$ cat config.mk
export PLATFORM = sky130hd
export DESIGN_NAME = sign_packer
export DESIGN_NICKNAME = d
export VERILOG_FILES = /design/src/rtl/hpu_pkg.sv /design/src/rtl/sign_packer.sv
export SDC_FILE = /design/constraint.sdc
export NUM_CORES = 1
export LEC_CHECK = 0
export CAP_MARGIN = 20
export CORE_UTILIZATION = 40
export CTS_CLUSTER_DIAMETER = 80
export DETAILED_ROUTE_END_ITERATION = 10
export DONT_BUFFER_PORTS = 1
export PLACE_DENSITY = 0.52
export SLEW_MARGIN = 20
export SYNTH_ARGS = -nofsm -noshare
export SYNTH_HDL_FRONTEND = slang
export SYNTH_SLANG_ARGS = --single-unit
export TNS_END_PERCENT = 1
$ cat constraint.sdc
create_clock -name clk -period 2.55 [get_ports clk]
set_input_delay 0.255 -clock clk [delete_from_list [all_inputs] [get_ports clk]]
set_output_delay 0.255 -clock clk [all_outputs]
set_load 0.02 [all_outputs]
$ cat src/rtl/hpu_pkg.sv
// Shared types and helpers for the HPU bundling datapath.
// Latency: n/a (declarations only).
// Backpressure: n/a.
package hpu_pkg;

    // Sign packer control states.
    typedef enum logic [1:0] {
        IDLE = 2'd0,
        WAIT = 2'd1,
        SEND = 2'd2
    } state_t;

    localparam int WORD_DEFAULT = 32;

    // Width needed to count 0..n-1, never less than one bit.
    function automatic int idx_width(input int n);
        return (n > 1) ? $clog2(n) : 1;
    endfunction

endpackage

$ cat src/rtl/sign_packer.sv
// Snapshots the per-lane sign bits on flush and streams them as WORD-bit words.
// Latency: flush accepted at edge t -> first m_valid in cycle t+SETTLE+1, then one word per cycle.
// Backpressure: m_ready low holds m_data/m_last/m_valid; a flush while busy is dropped and latched sticky.
module sign_packer
    import hpu_pkg::*;
#(
    parameter int LANES  = 512,   // must be a multiple of WORD
    parameter int WORD   = WORD_DEFAULT,
    parameter int SETTLE = 3      // must be >= 1
) (
    input  logic             clk,
    input  logic             rst,
    input  logic             flush,
    input  logic [LANES-1:0] sign_vec,
    output logic [WORD-1:0]  m_data,
    output logic             m_valid,
    input  logic             m_ready,
    output logic             m_last,
    output logic             busy,
    output logic             flush_drop
);

    localparam int NWORDS = LANES / WORD;
    localparam int IW     = idx_width(NWORDS);
    // The settle counter only ever holds 0..SETTLE-1.
    localparam int CW     = idx_width(SETTLE);

    localparam logic [IW-1:0] LAST_IDX   = IW'(NWORDS - 1);
    localparam logic [CW-1:0] SETTLE_LD  = CW'(SETTLE - 1);

    state_t                       state;
    state_t                       state_nxt;
    logic   [CW-1:0]              cnt;
    logic   [IW-1:0]              idx;
    // Snapshot viewed as an array of words so word selection is a plain mux on idx.
    logic   [NWORDS-1:0][WORD-1:0] snap;

    logic accept;    // flush taken this cycle, (re)start the settle wait
    logic snap_en;   // settle done, capture sign_vec this cycle
    logic drop;      // flush arrived while a snapshot is in flight
    logic hs;        // word handshake

    assign hs     = m_valid & m_ready;
    assign m_last = (state == SEND) && (idx == LAST_IDX);
    assign m_data = (state == SEND) ? snap[idx] : '0;

    // State register.
    always_ff @(posedge clk) begin
        if (rst) begin
            state <= IDLE;
        end else begin
            state <= state_nxt;
        end
    end

    // Next-state and control decode; a flush on the final handshake chains straight into WAIT.
    always_comb begin
        state_nxt = state;
        m_valid   = 1'b0;
        busy      = 1'b0;
        accept    = 1'b0;
        snap_en   = 1'b0;
        drop      = 1'b0;
        case (state)
            IDLE: begin
                if (flush) begin
                    accept    = 1'b1;
                    state_nxt = WAIT;
                end
            end
            WAIT: begin
                busy = 1'b1;
                drop = flush;
                if (cnt == '0) begin
                    snap_en   = 1'b1;
                    state_nxt = SEND;
                end
            end
            SEND: begin
                busy    = 1'b1;
                m_valid = 1'b1;
                if (m_ready && m_last) begin
                    if (flush) begin
                        accept    = 1'b1;
                        state_nxt = WAIT;
                    end else begin
                        state_nxt = IDLE;
                    end
                end else begin
                    drop = flush;
                end
            end
            default: state_nxt = IDLE;
        endcase
    end

    // Settle counter, snapshot capture, word index and sticky drop flag.
    always_ff @(posedge clk) begin
        if (rst) begin
            cnt        <= '0;
            idx        <= '0;
            snap       <= '0;
            flush_drop <= 1'b0;
        end else begin
            if (accept) begin
                cnt <= SETTLE_LD;
            end else if ((state == WAIT) && (cnt != '0)) begin
                cnt <= cnt - CW'(1);
            end

            if (snap_en) begin
                snap <= sign_vec;
                idx  <= '0;
            end else if (hs) begin
                idx <= m_last ? '0 : idx + IW'(1);
            end

            if (drop) begin
                flush_drop <= 1'b1;
            end
        end
    end

endmodule

# --- Yosys cells after proc, flatten, opt, wreduce, memory -nomap -nowiden ---
# Index checks and enable logic that the tools add are counted.
totals:
  wordCells: 62
  reg_bits: 521
op_classes:
  n_lt_le_gt_ge: 1
  mux: 20
  n_eq_ne: 6
  reduce_logical: 11
  n_bitwise: 1
  n_addsub: 2
op_table:
  columns: ["operator", "n"]
  rows:
  - ["binary-select mux 32 bit (select 4 bit)", 1]
  - ["2-to-1 mux 32 bit", 2]
  - ["2-to-1 mux 2 bit", 5]
  - ["2-to-1 mux 1 bit", 8]
  - ["case mux 2 bit (3 select lines)", 1]
  - ["OR reduction 2 bit", 3]
  - ["less-than comparator 4 x 5 -> 1 bit, second input constant", 1]
  - ["adder 4 x 1 -> 4 bit, second input constant", 1]
  - ["equality test 4 bit, second input constant", 1]
  - ["zero test 2 bit", 2]
  - ["2-to-1 mux 4 bit", 1]
  - ["!= test 2 bit, second input constant", 2]
  - ["case mux 1 bit (2 select lines)", 2]
  - ["nonzero test 2 bit", 2]
  - ["logical AND 1 bit", 3]
  - ["AND reduction 3 bit", 1]
  - ["equality test 2 x 1 -> 1 bit, second input constant", 1]
  - ["equality test 2 bit, second input constant", 1]
  - ["!= test 2 x 1 -> 1 bit, second input constant", 1]
  - ["subtractor 2 x 1 -> 2 bit, second input constant", 1]
  - ["bitwise AND 1 bit", 1]

# --- Logic depth before layout (Yosys ltp) ---
logic_depth:
  ltp_word: 6
  depth_mapped: 8

# --- Least setup slack after synthesis ---
# Ideal clock, no wire load.
synth_timing:
  kind: "register to output"
  from: "reg state[0]"
  to: "out m_data[10]"
  t_arrival_ps: 1728
  path_slack_ps: 567
  path_stages_with_launch: 8
  cell_sequence: "dfxtp_1 inv_1 ha_1 buf_2 nand2_1 buf_2 clkbuf_1 o22ai_1"
synth_between:
  elab_chain_len: 2
synth_rtl:
  columns: ["element", "line", "text"]
  rows:
  - ["start: declaration", "sign_packer.sv:31", "state_t state;"]
  - ["start signal: assignment", "sign_packer.sv:52", "state <= state_nxt;"]
  - ["equality test 2 bit", "sign_packer.sv:45", "assign m_data = (state == SEND) ? snap[idx] : '0;"]
  - ["2-to-1 mux 32 bit", "sign_packer.sv:45", null]
  - ["end: declaration", "sign_packer.sv:15", "output logic [WORD-1:0] m_data,"]
# No other way between the ends.

# --- Final worst setup path ---
layout_timing:
  from: "reg idx[0]"
  to: "out m_data[11]"
layout_between:
  elab_chain_len: 3
layout_rtl:
  columns: ["element", "line", "text"]
  rows:
  - ["start: declaration", "sign_packer.sv:34", "logic [IW-1:0] idx;"]
  - ["start signal: assignment", "sign_packer.sv:115", "idx <= m_last ? '0 : idx + IW'(1);"]
  - ["binary-select mux 32 bit (select 4 bit)", "sign_packer.sv:45", null]
  - ["2-to-1 mux 32 bit (not written as such)", "sign_packer.sv:45", null]
  - ["2-to-1 mux 32 bit", "sign_packer.sv:45", null]
# No other way between the ends. The select of a mux whose other input is x is not followed.

==> flow_metrics.env <==
export IMPL_postPlaceCellArea_mm2=0.0231
export IMPL_die_x_um=239
export IMPL_initial_antenna_violation_count=12
export IMPL_synthMuxAreaShare=0.117
export IMPL_worst_path_dominant_cell_family="buffers and inverters"
export IMPL_total_switching_power_mw=9.76
export IMPL_drtPass1Iterations=7
export IMPL_critical_path_buf_inv_count=5
export IMPL_final_instance_area_mm2=0.0331
export IMPL_worstSetupPathDepth=9
export IMPL_worstPathArrival_ns=2.56
export IMPL_synthesis_area_mm2=0.0224
export IMPL_crit_fanout=7
export IMPL_total_power_per_unit_cell_area_mw_per_mm2=862
export IMPL_power_switching_share=0.342
export IMPL_critical_path_slowest_cell="sky130_fd_sc_hd__a22oi_2"
export IMPL_dieHeight_um=239
export IMPL_wire_length_of_the_first_global_routing_pass_um=138000
export IMPL_clk_pin_slew_worst_paths_ns=0.06
export IMPL_worstSkewPairLatency_ns=0.62
export IMPL_tritoncts_num_buffers=56
export IMPL_area_delta_synth_final_pct=47.6
export IMPL_post_layout_total_power_mw=28.5
export IMPL_grt_usage=0.325
export IMPL_antenna_violating_nets_post_route=0
export IMPL_violations_in_the_final_reports="hold timing, slew limit, setup timing"
export IMPL_routed_via_density=5.47
export IMPL_critPathCaptureType="output pin"
export IMPL_cts_sinks=521
export IMPL_power_static_leakage_nw=11.8
export IMPL_gp_congestion=0.883
export IMPL_critPathKind="reg2out"
export IMPL_setup_viol_count_final=34
export IMPL_path_cells="buf_6, buf_12, buf_16, mux2i_1, buf_4, a22oi_2, nand2_2, o22ai_4, buf_6"
export IMPL_grt_setup_unrepaired="true"
export IMPL_synth_compound_area_frac=0.167
export IMPL_rel_slew_slack=-0.740
export IMPL_clk_root_buffer_cell="sky130_fd_sc_hd__clkbuf_16"
export IMPL_highest_clock_rate_mhz=355
export IMPL_internal_power_mw=18.8
export IMPL_postLayoutSetupSlackWorst_ns=-0.267
export IMPL_placement_io_buffers=0
export IMPL_detail_route_iter0_violations=1977
export IMPL_slew_at_the_pin_with_the_worst_max_slew_slack_ns=2.61
export IMPL_yosys_register_bits=521
export IMPL_mappedNetlistNets=3315
export IMPL_nets=3950
export IMPL_synth_top_area_share=0.465
export IMPL_floorplan_rows=86
export IMPL_vias=23100
export IMPL_ys_warnings_count=0
export IMPL_synth_simple_gate_area_frac=0.185
export IMPL_syn_inst=2793
export IMPL_finalHoldWorstSlack_ns=-0.220
export IMPL_drc=0
export IMPL_power_share_sequential=0.377
export IMPL_reg2reg_depth=6
export IMPL_holdPathStages=2
export IMPL_period_needed_ns=2.82
export IMPL_synth_top_family_by_area="simple AND/OR/NAND/NOR gates"
export IMPL_worst_ep_required_time_ns=2.30
export IMPL_final_layout_size_suffix_gt1_frac=0.0965
export IMPL_synth_largest_area_cell="sky130_fd_sc_hd__dfxtp_1"
export IMPL_power_clock_fraction=0.305
export IMPL_cts_tree="yes"
export IMPL_synth_xor_xnor_area_share=0.00156
export IMPL_final_max_slew_viol_count=344
export IMPL_wire_per_inst_um=23.1
export IMPL_drt_wl_total_um=97900
export IMPL_total_congestion_overflow=0
export IMPL_cts_max_level=2
export IMPL_crit_path_frequent_cell="sky130_fd_sc_hd__buf_6"
export IMPL_start_util=0.406
export IMPL_synth_sequential_area_ratio=0.465
export IMPL_cts_max_path_buffers=3
export IMPL_grt_max_degree=522
export IMPL_final_period_utilization=1.10
export IMPL_hold_class="in2reg"
export IMPL_start_kind="flip-flop"
export IMPL_power_share_combinational=0.319
export IMPL_yosys_area_share_adder=0.00335
export IMPL_dp_worst_setup_slack_ns=-0.0976
export IMPL_filler_cell_count=4843
export IMPL_i_o_pins=552
export IMPL_synthTopCellsByArea="sky130_fd_sc_hd__dfxtp_1 (46%), sky130_fd_sc_hd__nand2_1 (18%), sky130_fd_sc_hd__a21oi_1 (12%), sky130_fd_sc_hd__mux2i_1 (10%), sky130_fd_sc_hd__a22oi_1 (3.2%)"
export IMPL_coreArea_mm2=0.0553
export IMPL_post_synth_num_cell_types=37
export IMPL_irDropWorstVdd_uv=549
export IMPL_r2r_setup_slack_ns=-0.01
export IMPL_post_synth_cell_area_avg_um2=8.03
export IMPL_critical_path_max_stage_delay_ns=0.38
export IMPL_worst_clock_skew_ns=0.0148
export IMPL_outcome="complete, but fails checks"
export IMPL_maxCapViolations=0
export IMPL_fp_dieArea_mm2=0.0570
export IMPL_grt_pass1_vias=21900
export IMPL_place_hpwl_um=64000
export IMPL_utilization=0.599
export IMPL_final_hold_viol_count=24
==> sequential cells by signal, indices dropped and copies added (netlist names) <==
name / flops
idx: 4
cnt: 2
snap: 512
state: 2
flush_drop: 1
==> cells in the final DEF (no fill, tap or decap), types with 12 or more instances in the layout <==
cell type / Yosys / layout
sky130_fd_sc_hd__a21oi_1: 516 / 516
sky130_fd_sc_hd__a22oi_1: 96 / 60
sky130_fd_sc_hd__a22oi_2: 0 / 36
sky130_fd_sc_hd__buf_12: 9 / 20
sky130_fd_sc_hd__buf_16: 0 / 15
sky130_fd_sc_hd__buf_4: 21 / 62
sky130_fd_sc_hd__buf_6: 14 / 13
sky130_fd_sc_hd__clkbuf_16: 0 / 57
sky130_fd_sc_hd__clkbuf_8: 0 / 14
sky130_fd_sc_hd__dfxtp_1: 521 / 520
sky130_fd_sc_hd__diode_2: 0 / 14
sky130_fd_sc_hd__dlygate4sd3_1: 0 / 696
sky130_fd_sc_hd__mux2i_1: 225 / 203
sky130_fd_sc_hd__mux2i_2: 0 / 20
sky130_fd_sc_hd__mux4_2: 12 / 12
sky130_fd_sc_hd__nand2_1: 1077 / 1066
sky130_fd_sc_hd__o21ai_1: 31 / 13
sky130_fd_sc_hd__o21ai_2: 0 / 15
==> Yosys cell counts <==
cell type,instances
sky130_fd_sc_hd__nand2_1,1077
sky130_fd_sc_hd__dfxtp_1,521
sky130_fd_sc_hd__a21oi_1,516
sky130_fd_sc_hd__mux2i_1,225
sky130_fd_sc_hd__clkbuf_1,101
sky130_fd_sc_hd__a22oi_1,96
sky130_fd_sc_hd__buf_2,64
sky130_fd_sc_hd__o21ai_1,31
sky130_fd_sc_hd__buf_4,21
sky130_fd_sc_hd__buf_1,19
sky130_fd_sc_hd__o22ai_1,16
sky130_fd_sc_hd__a221oi_1,15
sky130_fd_sc_hd__buf_6,14
sky130_fd_sc_hd__mux4_2,12
sky130_fd_sc_hd__buf_12,9
sky130_fd_sc_hd__ha_1,6
sky130_fd_sc_hd__inv_1,6
sky130_fd_sc_hd__nor2_1,6
sky130_fd_sc_hd__buf_8,4
sky130_fd_sc_hd__mux4_1,4
sky130_fd_sc_hd__nor2b_1,4
sky130_fd_sc_hd__nor3_1,3
sky130_fd_sc_hd__o21ai_0,3
sky130_fd_sc_hd__xor2_1,3
sky130_fd_sc_hd__a211oi_1,2
sky130_fd_sc_hd__and2_1,2
sky130_fd_sc_hd__nand3_1,2
sky130_fd_sc_hd__nand4_1,2
sky130_fd_sc_hd__a21o_1,1
sky130_fd_sc_hd__a221oi_2,1
sky130_fd_sc_hd__a31oi_1,1
sky130_fd_sc_hd__and3b_1,1
sky130_fd_sc_hd__inv_2,1
sky130_fd_sc_hd__nand2b_1,1
sky130_fd_sc_hd__o31ai_1,1
sky130_fd_sc_hd__or3_1,1
sky130_fd_sc_hd__xnor2_1,1
==> power groups by stage <==
stage | sequential [mW] | clock (mW) | combinational, mW
finish | 10.7 | 8.69 | 9.10
CTS | 10.7 | 8.79 | 8.73
floorplan | 10.4 | 0 | 5.19
global route | 10.9 | 9.13 | 9.79
detailed placement | 10.8 | 0 | 6.87
global placement | 10.8 | 0 | 6.71
==> area by class of cell <==
class	instances	area (um2)	share of cell area
Multi-Input combinational cell	2033	11300	0.340
Inverter	7	26.3	0.000793
Sequential cell	521	10400	0.315
Clock buffer	80	1650	0.0499
Tap cell	748	936	0.0283
Antenna cell	14	35.0	0.00106
Timing Repair Buffer	809	8470	0.256
Clock inverter	21	292	0.00880
==> cells by family (layout without fill, tap and decap cells) <==
family / after synthesis / in the layout
AO/OA/AOI/OAI: 683 / 683
adder cells (fa/ha/maj): 6 / 6
multiplexers: 241 / 241
other: 0 / 14
flip-flops: 521 / 521
AND/OR/NAND/NOR: 1099 / 1099
XOR/XNOR: 4 / 4
buffers and inverters: 239 / 917
==> timing repair <==
item	CTS	global route
hold buffers	624	72
setup buffers	9	6
hold endpoints to repair	521	213
endpoints found under the setup margin	33	215
pin swaps	29	7
cloned	10	0
gates resized for setup	139	15
==> final timing paths <==
path | startpoint | end
hold reg to reg | snap[119] | snap[119]
setup / recovery | idx[0] | m_data[11]
setup reg to reg | state[0] | snap[123]
hold / removal | sign_vec[306] | snap[306]
==> per-stage QoR <==
stage	std cells	hold slack (ns)	TNS [ns]
detailed placement	3398	0.384	-0.156
global route	4229	-0.238	-8.48
floorplan	2793	0.391	0
CTS	4141	-0.277	-6.66
global placement	3398	0.376	-0.0902
finish	4233	-0.220	-6.30
==> metal layers <==
metal  GRT usage  routed length [um]  vias to the layer above  part of all wire
li1            -                   -                    10700                 -
met4       0.116                3580                        4             0.037
met5           0                  22                        -           0.00022
met1       0.460               44000                    11300              0.45
met3      0.0529                6770                      225             0.069
met2       0.497               43500                      937              0.44
Note: power is estimated with default switching activity, not from simulation.
